<file path="src/rtl/uart_pkg.sv">
// Shared constants, state encoding and helpers
// for the parametrised UART receiver.
package uart_pkg;

  localparam int PARITY_NONE = 0;
  localparam int PARITY_ODD  = 1;
  localparam int PARITY_EVEN = 2;

  typedef enum logic [2:0] {
    IDLE   = 3'd0,
    START  = 3'd1,
    DATA   = 3'd2,
    PARITY = 3'd3,
    STOP   = 3'd4
  } rx_state_e;

  // Rounded clock cycles per bit.
  function automatic int calc_baud_cnt(
    input int clk_hz,
    input int baud
  );
    return (clk_hz + baud / 2) / baud;
  endfunction

endpackage

</file>
<file path="src/rtl/uart_rx_sync.sv">
// Two-flop synchroniser for the serial input
// plus an edge register for start detection.
module uart_rx_sync (
  input  logic clk,
  input  logic rst_n,
  input  logic rx,
  output logic rx_s2,
  output logic start_fall
);

  logic rx_s1_q, rx_s1_d;
  logic rx_s2_q, rx_s2_d;
  logic rx_d_q,  rx_d_d;

  always_comb begin
    rx_s1_d = rx;
    rx_s2_d = rx_s1_q;
    rx_d_d  = rx_s2_q;
  end

  always_ff @(posedge clk or negedge rst_n) begin
    if (!rst_n) begin
      rx_s1_q <= 1'b1;
      rx_s2_q <= 1'b1;
      rx_d_q  <= 1'b1;
    end else begin
      rx_s1_q <= rx_s1_d;
      rx_s2_q <= rx_s2_d;
      rx_d_q  <= rx_d_d;
    end
  end

  assign rx_s2      = rx_s2_q;
  assign start_fall = !rx_s2_q && rx_d_q;

endmodule

</file>
<file path="src/rtl/uart_rx_param.sv">
// Parametrised UART receiver: FSM, baud counter,
// shift register and valid/ready output stage.
module uart_rx_param
  import uart_pkg::*;
#(
  parameter int BAUD_CNT_MAX = 52,
  parameter int DATA_BITS    = 8,
  parameter int PARITY_MODE  = 0,
  parameter int STOP_BITS    = 1
) (
  input  logic                 board_clk,
  input  logic                 sys_rst_n,
  input  logic                 rx,
  output logic [DATA_BITS-1:0] po_data,
  output logic                 po_valid,
  input  logic                 po_ready,
  output logic                 po_parity_err,
  output logic                 po_frame_err,
  output logic                 po_overrun
);

  localparam int CW = $clog2(BAUD_CNT_MAX);
  localparam logic [CW-1:0] CNT_LAST =
    CW'(BAUD_CNT_MAX - 1);
  localparam logic [CW-1:0] CNT_MID =
    CW'(BAUD_CNT_MAX / 2 - 1);
  localparam logic [3:0] BIT_LAST =
    4'(DATA_BITS - 1);
  localparam logic STOP_LAST = 1'(STOP_BITS - 1);

  logic rx_s2;
  logic start_fall;
  logic sample;
  logic done;
  logic load;

  rx_state_e state_q, state_d;

  logic [CW-1:0]        baud_cnt_q, baud_cnt_d;
  logic [3:0]           bit_cnt_q, bit_cnt_d;
  logic                 stop_cnt_q, stop_cnt_d;
  logic [DATA_BITS-1:0] shreg_q, shreg_d;
  logic                 par_err_q, par_err_d;
  logic                 frm_err_q, frm_err_d;

  logic [DATA_BITS-1:0] po_data_q, po_data_d;
  logic                 po_valid_q, po_valid_d;
  logic                 po_perr_q, po_perr_d;
  logic                 po_ferr_q, po_ferr_d;
  logic                 po_ovr_q, po_ovr_d;

  uart_rx_sync u_sync (
    .clk        (board_clk),
    .rst_n      (sys_rst_n),
    .rx         (rx),
    .rx_s2      (rx_s2),
    .start_fall (start_fall)
  );

  assign sample = (baud_cnt_q == CNT_MID);
  assign done   = (state_q == STOP) && sample &&
                  (stop_cnt_q == STOP_LAST);
  assign load   = done && (!po_valid_q || po_ready);

  always_ff @(posedge board_clk or negedge sys_rst_n) begin
    if (!sys_rst_n) begin
      state_q    <= IDLE;
      baud_cnt_q <= '0;
      bit_cnt_q  <= '0;
      stop_cnt_q <= 1'b0;
      shreg_q    <= '0;
      par_err_q  <= 1'b0;
      frm_err_q  <= 1'b0;
      po_data_q  <= '0;
      po_valid_q <= 1'b0;
      po_perr_q  <= 1'b0;
      po_ferr_q  <= 1'b0;
      po_ovr_q   <= 1'b0;
    end else begin
      state_q    <= state_d;
      baud_cnt_q <= baud_cnt_d;
      bit_cnt_q  <= bit_cnt_d;
      stop_cnt_q <= stop_cnt_d;
      shreg_q    <= shreg_d;
      par_err_q  <= par_err_d;
      frm_err_q  <= frm_err_d;
      po_data_q  <= po_data_d;
      po_valid_q <= po_valid_d;
      po_perr_q  <= po_perr_d;
      po_ferr_q  <= po_ferr_d;
      po_ovr_q   <= po_ovr_d;
    end
  end

  always_comb begin
    state_d = state_q;
    unique case (state_q)
      IDLE: begin
        if (start_fall) state_d = START;
      end
      START: begin
        if (sample) state_d = rx_s2 ? IDLE : DATA;
      end
      DATA: begin
        if (sample && bit_cnt_q == BIT_LAST)
          state_d = (PARITY_MODE != PARITY_NONE) ?
                    PARITY : STOP;
      end
      PARITY: begin
        if (sample) state_d = STOP;
      end
      STOP: begin
        if (done) state_d = IDLE;
      end
      default: state_d = IDLE;
    endcase
  end

  always_comb begin
    baud_cnt_d = (baud_cnt_q == CNT_LAST) ?
                 '0 : baud_cnt_q + 1'b1;
    bit_cnt_d  = bit_cnt_q;
    stop_cnt_d = stop_cnt_q;
    shreg_d    = shreg_q;
    par_err_d  = par_err_q;
    frm_err_d  = frm_err_q;

    if (state_q == IDLE && start_fall)
      baud_cnt_d = '0;

    if (sample) begin
      unique case (state_q)
        START: begin
          bit_cnt_d  = '0;
          stop_cnt_d = 1'b0;
          par_err_d  = 1'b0;
          frm_err_d  = 1'b0;
        end
        DATA: begin
          shreg_d   = {rx_s2, shreg_q[DATA_BITS-1:1]};
          bit_cnt_d = bit_cnt_q + 4'd1;
        end
        PARITY: begin
          par_err_d = (PARITY_MODE == PARITY_EVEN) ?
                      (^shreg_q ^ rx_s2) :
                      ~(^shreg_q ^ rx_s2);
        end
        STOP: begin
          if (!rx_s2) frm_err_d = 1'b1;
          stop_cnt_d = stop_cnt_q + 1'b1;
        end
        default: ;
      endcase
    end
  end

  always_comb begin
    po_data_d  = po_data_q;
    po_perr_d  = po_perr_q;
    po_ferr_d  = po_ferr_q;
    po_valid_d = po_valid_q;
    po_ovr_d   = done && po_valid_q && !po_ready;

    if (load) begin
      po_data_d  = shreg_q;
      // Current stop sample is not yet in frm_err_q.
      po_ferr_d  = frm_err_q | ~rx_s2;
      po_perr_d  = (PARITY_MODE != PARITY_NONE) &&
                   par_err_q;
      po_valid_d = 1'b1;
    end else if (po_valid_q && po_ready) begin
      po_valid_d = 1'b0;
    end
  end

  assign po_data       = po_data_q;
  assign po_valid      = po_valid_q;
  assign po_parity_err = po_perr_q;
  assign po_frame_err  = po_ferr_q;
  assign po_overrun    = po_ovr_q;

endmodule

</file>
<file path="config.mk">
export PLATFORM = sky130hd
export DESIGN_NAME = uart_rx_param
export DESIGN_NICKNAME = d
export VERILOG_FILES = /design/src/rtl/uart_pkg.sv /design/src/rtl/uart_rx_sync.sv /design/src/rtl/uart_rx_param.sv
export SDC_FILE = /design/constraint.sdc
export NUM_CORES = 1
export LEC_CHECK = 0
export CAP_MARGIN = 0
export CORE_MARGIN = 2
export CORE_UTILIZATION = 46
export DETAILED_ROUTE_END_ITERATION = 10
export PLACE_DENSITY = 0.66
export SLEW_MARGIN = 20
export SYNTH_ARGS = -nofsm -noshare
export SYNTH_HDL_FRONTEND = slang
export SYNTH_SLANG_ARGS = --single-unit
</file>
<file path="constraint.sdc">
create_clock -name board_clk -period 2.7 [get_ports board_clk]
set_clock_uncertainty 0.05 [all_clocks]
set_input_delay 0.81 -clock board_clk [delete_from_list [all_inputs] [get_ports board_clk]]
set_output_delay 0.81 -clock board_clk [all_outputs]
set_load 0.02 [all_outputs]
</file>
Yosys cells after proc, flatten, opt, wreduce, memory -nomap -nowiden
Index checks and enable logic that the tools add are counted.
{"block": "totals", "regBits": 37, "latch_bits": 0, "ramBits": 0, "romBits": 0, "inputBits": 4, "output_inout_bits": 12, "elab_cells": 69, "n_memories": 0}
{"block": "op_classes", "add_sub_neg": 3, "mul": 0, "n_div": 0, "order_cmp": 0, "n_eq_ne": 13, "shift": 0, "muxes": 15, "bitwise_logic": 3, "n_reduce_logical": 22}
{"op": "two-way mux 3 bit", "count": 5}
{"op": "one-hot mux 3 bit (5 select lines)", "count": 1}
{"op": "two-way mux 6 bit", "count": 2}
{"op": "inequality test 2 bit (second input constant)", "count": 6}
{"op": "logical AND 1 bit", "count": 9}
{"op": "one-hot mux 4 bit (2 select lines)", "count": 1}
{"op": "adder 6 x 1 -> 6 bit (second input constant)", "count": 1}
{"op": "== test 3 x 2 -> 1 bit (second input constant)", "count": 2}
{"op": "== test 6 x 5 -> 1 bit (second input constant)", "count": 1}
{"op": "== test 6 bit (second input constant)", "count": 1}
{"op": "AND reduction 2 bit", "count": 3}
{"op": "nonzero test 2 bit", "count": 3}
{"op": "AND reduction 5 bit", "count": 1}
{"op": "adder 4 x 1 -> 4 bit (second input constant)", "count": 1}
{"op": "== test 4 x 3 -> 1 bit (second input constant)", "count": 1}
{"op": "one-hot mux 1 bit (2 select lines)", "count": 2}
{"op": "== test 3 x 1 -> 1 bit (second input constant)", "count": 1}
{"op": "== test 3 bit (second input constant)", "count": 1}
{"op": "logical NOT 1 bit", "count": 3}
{"op": "logical NOT 3 bit", "count": 1}
{"op": "two-way mux 1 bit", "count": 3}
{"op": "AND reduction 3 bit", "count": 1}
{"op": "two-way mux 2 bit", "count": 1}
{"op": "inverter 1 bit", "count": 2}
{"op": "other kinds (3)", "count": 3}

Logic depth before layout (Yosys ltp)
Gate-level depths: netlist (run 1).
{"block": "depth", "word_depth": 5, "depth_mapped": 7, "depth_no_buf": 6}

Cells and area by module
Synthesis (run 1) repeated with hierarchy kept, for this count alone.
{"block": "hier_totals", "cells_unflattened": 138, "hier_area_um2": 1654.1}
{"module": "uart_rx_param", "instances": 1, "cells_each": 134, "area_per_inst_um2": 1561.5, "seq_area_each_um2": 850.8}
{"module": "uart_rx_sync", "instances": 1, "cells_each": 4, "area_per_inst_um2": 92.6, "seq_area_each_um2": 78.8}

Worst setup path after synthesis (run 1)
OpenSTA, ideal clock, no wires.
{"block": "synth_path", "kind": "reg2reg", "startpoint": "register baud_cnt_q[1]", "endpoint": "register po_data_q[0] (netlist: po_data[0])", "setup_ns": 0.125, "arrival_time_ns": 1.662, "t_required_ns": 2.525, "slack_ns": 0.863, "stages_incl_launch_ff": 8, "path_buffers": 1, "synth_period_minus_slack_ns": 1.837, "cell_sequence": "dfrtp_1 -> inv_1 -> ha_1 -> nor4bb_1 -> nand4_1 -> nor2b_1 -> buf_2 -> mux2_2"}
{"block": "synth_between", "elab_chain_cells": 4}
{"element": "start: declaration", "line_no": "uart_rx_param.sv:39", "source": "logic [CW-1:0] baud_cnt_q, baud_cnt_d;"}
{"element": "start signal: assignment", "line_no": "uart_rx_param.sv:81", "source": "baud_cnt_q <= baud_cnt_d;"}
{"element": "== test 6 x 5 -> 1 bit", "line_no": "uart_rx_param.sv:60", "source": "assign sample = (baud_cnt_q == CNT_MID);"}
{"element": "logical AND 1 bit (2 in series)", "line_no": "uart_rx_param.sv:61", "source": "assign done = (state_q == STOP) && sample &&"}
{"element": "logical AND 1 bit", "line_no": "uart_rx_param.sv:63", "source": "assign load = done && (!po_valid_q || po_ready);"}
{"element": "end signal: assignment", "line_no": "uart_rx_param.sv:87", "source": "po_data_q <= po_data_d;"}
{"element": "end: declaration", "line_no": "uart_rx_param.sv:46", "source": "logic [DATA_BITS-1:0] po_data_q, po_data_d;"}
Every way passes these cells.
A chain may end at the register's enable or synchronous reset.

Worst setup path in the final report (run 1)
{"block": "layout_path", "startpoint": "register po_data_q[6] (netlist: po_data[6])", "endpoint": "output port po_data[6]"}
{"element": "end: declaration", "line_no": "uart_rx_param.sv:14", "source": "output logic [DATA_BITS-1:0] po_data,"}
No word-level cell between the ends.

==> flow_metrics.env, run 1 <==
export IMPL_diodes=0
export IMPL_syn_inst=145
export IMPL_antenna_left=0
export IMPL_grt_usage_pct=15.4
export IMPL_slew_viol_final=0
export IMPL_worstSetupPathType="reg -> out"
export IMPL_core_area_mm2=0.00339
export IMPL_drtPass1Iterations=4
export IMPL_synth_nets=152
export IMPL_p_leak_nw=0.880
export IMPL_routedWlPerCell_um=13.1
export IMPL_drcViolationCount=0
export IMPL_powerDensity_mw_per_mm2=713
export IMPL_worst_path_buf_inv=1
export IMPL_cts_resized=0
export IMPL_finalSetupViolations=0
export IMPL_p_comb_share_pct=19.3
export IMPL_drive_above_1_share_pct=21.5
export IMPL_fin_crit_sh_pct=80.6
export IMPL_grt_start_max_net_pins=38
export IMPL_cts_setup_buffers=0
export IMPL_die_x_um=64.0
export IMPL_netlist_area_leader_share_pct=51.4
export IMPL_status="completed"
export IMPL_cts_root_buf="clkbuf_4"
export IMPL_dp_hpwl_um=2010
export IMPL_cts_sinks=37
export IMPL_routed_via_count=1122
export IMPL_routed_wl_um=2730
export IMPL_die_y_um=64.0
export IMPL_tightest_slew_ns=0.521
export IMPL_grt_overflow=0
export IMPL_cp_required_ns=1.84
export IMPL_ys_seq_elements=37
export IMPL_layout_common_cells="dfrtp_1 (34), mux2_2 (17), clkdlybuf4s50_1 (14), nor2_1 (12), nand3_1 (10)"
export IMPL_clk_pin_slew_ns=0.10
export IMPL_slew_headroom_pct=64.9
export IMPL_cts_buffer_depth=2
export IMPL_ir_drop_mv=0.421
export IMPL_placed_area_mm2=0.00184
export IMPL_gp_congestion=0.798
export IMPL_fmax_mhz=460
export IMPL_hold_class="reg -> reg"
export IMPL_switchingPower_w=0.000419
export IMPL_power_internal_w=0.000948
export IMPL_pwr_share_seq_pct=53.5
export IMPL_p_clk_share_pct=27.2
export IMPL_avgSynthCellArea_um2=11.4
export IMPL_cts_buffers=5
export IMPL_cp_max_fo=2
export IMPL_antenna_found_initial=0
export IMPL_rsz0062_at_grt="no"
export IMPL_crit_family="buffers and inverters"
export IMPL_io_pins=16
export IMPL_ys_seq_area_share_pct=56.2
export IMPL_finalHoldViolations=0
export IMPL_nets=169
export IMPL_cts_hold_buffers=0
export IMPL_tns_ns=0
export IMPL_drt_iter0_drc=26
export IMPL_path_cells="clkdlybuf4s50_1"
export IMPL_dieArea_mm2=0.00409
export IMPL_min_period_ns=2.18
export IMPL_start_util_pct=48.8
export IMPL_yosys_area_top_type="dfrtp_1"
export IMPL_grt_pass1_wl_um=4760
export IMPL_yosysWarningCount=0
export IMPL_maxCapViolCount=0
export IMPL_endpoint_kind="output port"
export IMPL_final_common_cell="dfrtp_1"
export IMPL_p_sw_share_pct=30.6
export IMPL_grt_pass1_vias=1102
export IMPL_synthTopCellsByArea="dfrtp_1 (51%), mux2_2 (12%), dfstp_2 (4.8%)"
export IMPL_vias_per_cell=5.37
export IMPL_synth_ff_type="dfrtp_1"
export IMPL_cp_slowest_stage_delay_ns=0.60
export IMPL_ys_types=35
export IMPL_syn_area_mm2=0.00166
export IMPL_cts_tree="done"
export IMPL_fp_row_count=21
export IMPL_ys_async_sr_fraction_pct=100
export IMPL_cp_start_kind="register"
export IMPL_crit_arrival_ns=1.32
export IMPL_io_buffer_count=14
export IMPL_clkLatencyLatePin_ns=0.34
export IMPL_synth_edf_count=0
export IMPL_cpMaxStageDelayCell="clkdlybuf4s50_1"
export IMPL_fin_area_mm2=0.00192
export IMPL_syn_to_final_growth_pct=15.7
export IMPL_h_tree_depth=2
## power by group through the flow
| stage | Clock (W) | Combinational (W) | Sequential [W] |
|---|---|---|---|
| 3_5_place_dp | 0 | 0.000268 | 0.000739 |
| 5_1_grt | 0.000411 | 0.000300 | 0.000748 |
| 3_3_place_gp | 0 | 0.000259 | 0.000736 |
| 6_report | 0.000372 | 0.000263 | 0.000732 |
| 4_1_cts | 0.000383 | 0.000269 | 0.000730 |
| 2_1_floorplan | 0 | 0.000233 | 0.000701 |
## metal layers
layer	share of wire, %	up-vias	GRT usage [%]
li1	-	541	-
met1	44	554	17.6
met2	51	21	25.1
met3	3.5	6	4.05
met4	2.0	0	10.6
met5	0	-	0
## Yosys cell counts, drive strengths merged (2+ instances only)
cell / instances
a21oi: 3
dfrtp: 34
nand2b: 4
o21ai: 7
nor3: 2
or3: 3
or4: 3
dfstp: 3
nand2: 9
inv: 5
nand4: 3
mux2: 17
nand3: 10
xor2: 2
xnor2: 2
clkbuf: 3
ha: 3
nand3b: 2
nor2: 12
nor2b: 4
buf: 3
## stage by stage
stage	hold slack [ns]	power [W]	setup WS [ns]	std cells	utilization [%]
after global placement	0.297	0.000995	0.476	201	54.3
final	0.316	0.00137	0.524	209	56.5
after detailed placement	0.298	0.00101	0.447	201	54.3
after floorplan	0.295	0.000934	0.863	145	-
after CTS	0.319	0.00138	0.493	209	56.5
after global routing	0.325	0.00146	0.439	209	56.5
## layout make-up
type	count	area, µm²
multi-input combinational	97	678
sequential	37	930
inverter	5	18.8
clock buffer	6	41.3
timing repair buffer	16	155
fill	286	1470
tap	46	57.6
clock inverter	2	35.0
## state kept, by name (all words and copies together), names as in the netlist
name / flops
shreg_q: 8
frm_err_q: 1
u_sync.rx_d_q: 1
po_data: 8
po_frame_err: 1
bit_cnt_q: 4
u_sync.rx_s2: 1
baud_cnt_q: 6
stop_cnt_q: 1
po_overrun: 1
state_q: 3
u_sync.rx_s1_q: 1
po_valid: 1
## cells by family (layout without fill, tap and decap cells)
kind of cell / Yosys count / count (layout) / synth area share (%)
AND/OR/NAND/NOR: 57 / 57 / 19.6
buffers and inverters: 11 / 29 / 2.87
XOR/XNOR: 4 / 4 / 2.12
AO/OA/AOI/OAI: 15 / 15 / 5.22
flip-flops: 37 / 37 / 56.2
adder cells (fa/ha/maj): 3 / 3 / 2.27
multiplexers: 17 / 17 / 11.6
other: 1 / 1 / 0.227
## path summary, 6_finish.rpt
| check | to | from | slack, ns | cells past startpoint |
|---|---|---|---|---|
| worst min-delay path | u_sync.rx_s2 | u_sync.rx_s1_q | 0.32 | 0 |
| max in group asynchronous | u_sync.rx_s2 | sys_rst_n | 1.44 | 2 |
| worst max-delay path | po_data[6] | po_data[6] | 0.52 | 1 |
| min in group asynchronous | bit_cnt_q[3] | sys_rst_n | 0.81 | 2 |
| worst min register to register | u_sync.rx_s2 | u_sync.rx_s1_q | 0.32 | 0 |
| worst max register to register | po_data[6] | baud_cnt_q[1] | 0.71 | 7 |
(Power assumes the default switching activity.)
==> run 2, diff against run 1 <==
clock period = 2.2 ns   (was 2.7 ns; I/O delays follow)
==> run 2 against run 1 <==
Cell area increased by 1.6%. Global-route usage increased by 0.64 points. Die area unchanged. Sequential cell count unchanged. Critical path depth unchanged. First-iteration DRC count increased by 27%. Worst setup slack got worse by 0.36 ns. Combinational power increased by 30%. Count of clock-buffer cells in the layout decreased by 1. Clock power increased by 27%. Power increased by 25%. Largest power group unchanged.
==> flow_metrics.env, run 2 (same netlist as run 1, synthesis figures left out) <==
export IMPL_r2r_worst_path_cells=6
export IMPL_die_x_um=64.0
export IMPL_clkLatencyLatePin_ns=0.35
export IMPL_cts_root_buf="clkbuf_4"
export IMPL_cp_depth=1
export IMPL_placed_area_mm2=0.00186
export IMPL_tightest_slew_ns=0.535
export IMPL_maxCapViolCount=0
export IMPL_rsz0062_at_grt="no"
export IMPL_dp_hpwl_um=2100
export IMPL_fin_area_mm2=0.00195
export IMPL_grt_overflow=0
export IMPL_drcViolationCount=0
export IMPL_layout_common_cells="dfrtp_1 (34), mux2_2 (17), clkdlybuf4s50_1 (14), nor2_1 (12), nand3_1 (10)"
export IMPL_cp_start_kind="register"
export IMPL_grt_pass1_wl_um=5020
export IMPL_slew_headroom_pct=64.0
export IMPL_fp_row_count=21
export IMPL_routed_wl_um=2850
export IMPL_multi_input_area_um2=678
export IMPL_clk_pin_slew_ns=0.12
export IMPL_path_cells="clkdlybuf4s50_1"
export IMPL_finalHoldViolations=0
export IMPL_p_sw_share_pct=31.3
export IMPL_p_leak_nw=0.894
export IMPL_worst_path_buf_inv=1
export IMPL_utilization_pct=57.4
export IMPL_worstSetupPathType="reg -> out"
export IMPL_h_tree_depth=2
export IMPL_pwr_share_seq_pct=52.4
export IMPL_nets=172
export IMPL_cts_tree="done"
export IMPL_cts_buffer_depth=2
export IMPL_antenna_left=0
export IMPL_cp_max_fo=2
export IMPL_regArea_um2=930
export IMPL_vias_per_cell=5.34
export IMPL_switchingPower_w=0.000536
export IMPL_cp_required_ns=1.49
export IMPL_antenna_found_initial=0
export IMPL_tns_ns=0
export IMPL_dieArea_mm2=0.00409
export IMPL_powerDensity_mw_per_mm2=881
export IMPL_grt_usage_pct=16.1
export IMPL_io_pins=16
export IMPL_drt_iter0_drc=33
export IMPL_min_from="u_sync.rx_s1_q"
export IMPL_start_util_pct=48.8
export IMPL_core_area_mm2=0.00339
export IMPL_crit_path_start="po_data[6]"
export IMPL_routed_via_count=1132
export IMPL_crit_arrival_ns=1.33
export IMPL_regToRegStartpoint="baud_cnt_q[1]"
export IMPL_fill_cells=297
export IMPL_grt_start_max_net_pins=38
export IMPL_power_internal_w=0.00118
export IMPL_fin_ws_ns=0.160
export IMPL_whs_path_depth=0
export IMPL_drive_above_1_share_pct=23.5
export IMPL_cts_buffers=5
export IMPL_fmax_mhz=490
export IMPL_cp_slowest_stage_delay_ns=0.61
export IMPL_status="completed"
export IMPL_min_period_ns=2.04
export IMPL_endpoint_kind="output port"
export IMPL_cts_setup_buffers=0
export IMPL_p_clk_share_pct=27.6
export IMPL_slew_viol_final=0
export IMPL_io_buffer_count=14
export IMPL_p_comb_share_pct=20.0
export IMPL_cts_resized=0
export IMPL_fin_crit_sh_pct=92.7
export IMPL_cts_hold_buffers=0
export IMPL_routedWlPerCell_um=13.5
export IMPL_crit_family="buffers and inverters"
export IMPL_diodes=0
export IMPL_post_place_ws_ns=0.0799
export IMPL_cts_sinks=37
export IMPL_syn_to_final_growth_pct=17.5
export IMPL_drtPass1Iterations=3
export IMPL_finalSetupViolations=0
export IMPL_hold_class="reg -> reg"
export IMPL_cpMaxStageDelayCell="clkdlybuf4s50_1"
export IMPL_grt_pass1_vias=1119
export IMPL_gp_congestion=0.789
export IMPL_ir_drop_mv=0.552
export IMPL_die_y_um=64.0
export IMPL_final_common_cell="dfrtp_1"
run 2: layout make-up:
class	instances	share of cell area, %
sequential	37	47.8
tap	46	2.96
clock buffer	5	1.93
inverter	5	0.965
clock inverter	3	2.38
multi-input combinational	97	34.9
timing repair buffer	19	9.13
run 2: through the flow:
step                instances  hold slack [ns]  total power (W)
global route              212            0.324          0.00184
global placement          204            0.297          0.00124
CTS                       212            0.320          0.00174
floorplan                 145            0.295          0.00115
detailed placement        204            0.298          0.00126
finish                    212            0.318          0.00171
run 2: power groups by stage:
stage	clock [W]	sequential, W	combinational (W)
finish	0.000473	0.000898	0.000342
global route	0.000531	0.000918	0.000388
CTS	0.000491	0.000898	0.000348
detailed placement	0	0.000912	0.000346
global placement	0	0.000905	0.000334
floorplan	0	0.000860	0.000287
run 2: metal layers:
| metal | global-route usage, % | share of wire (%) | vias to the layer above |
|---|---|---|---|
| met5 | 0 | 0 | - |
| met4 | 7.61 | 2.2 | 0 |
| met3 | 4.93 | 3.7 | 7 |
| met2 | 25.4 | 48 | 15 |
| met1 | 20.0 | 46 | 565 |
| li1 | - | - | 545 |
run 2: path summary, 6_finish.rpt:
path / slack [ns] / endpoint
hold reg to reg: 0.32 / u_sync.rx_s2
max in group asynchronous: 1.09 / u_sync.rx_s1_q
min in group asynchronous: 0.67 / baud_cnt_q[2]
setup / recovery: 0.16 / po_data[6]
setup reg to reg: 0.25 / bit_cnt_q[3]
hold / removal: 0.32 / u_sync.rx_s2
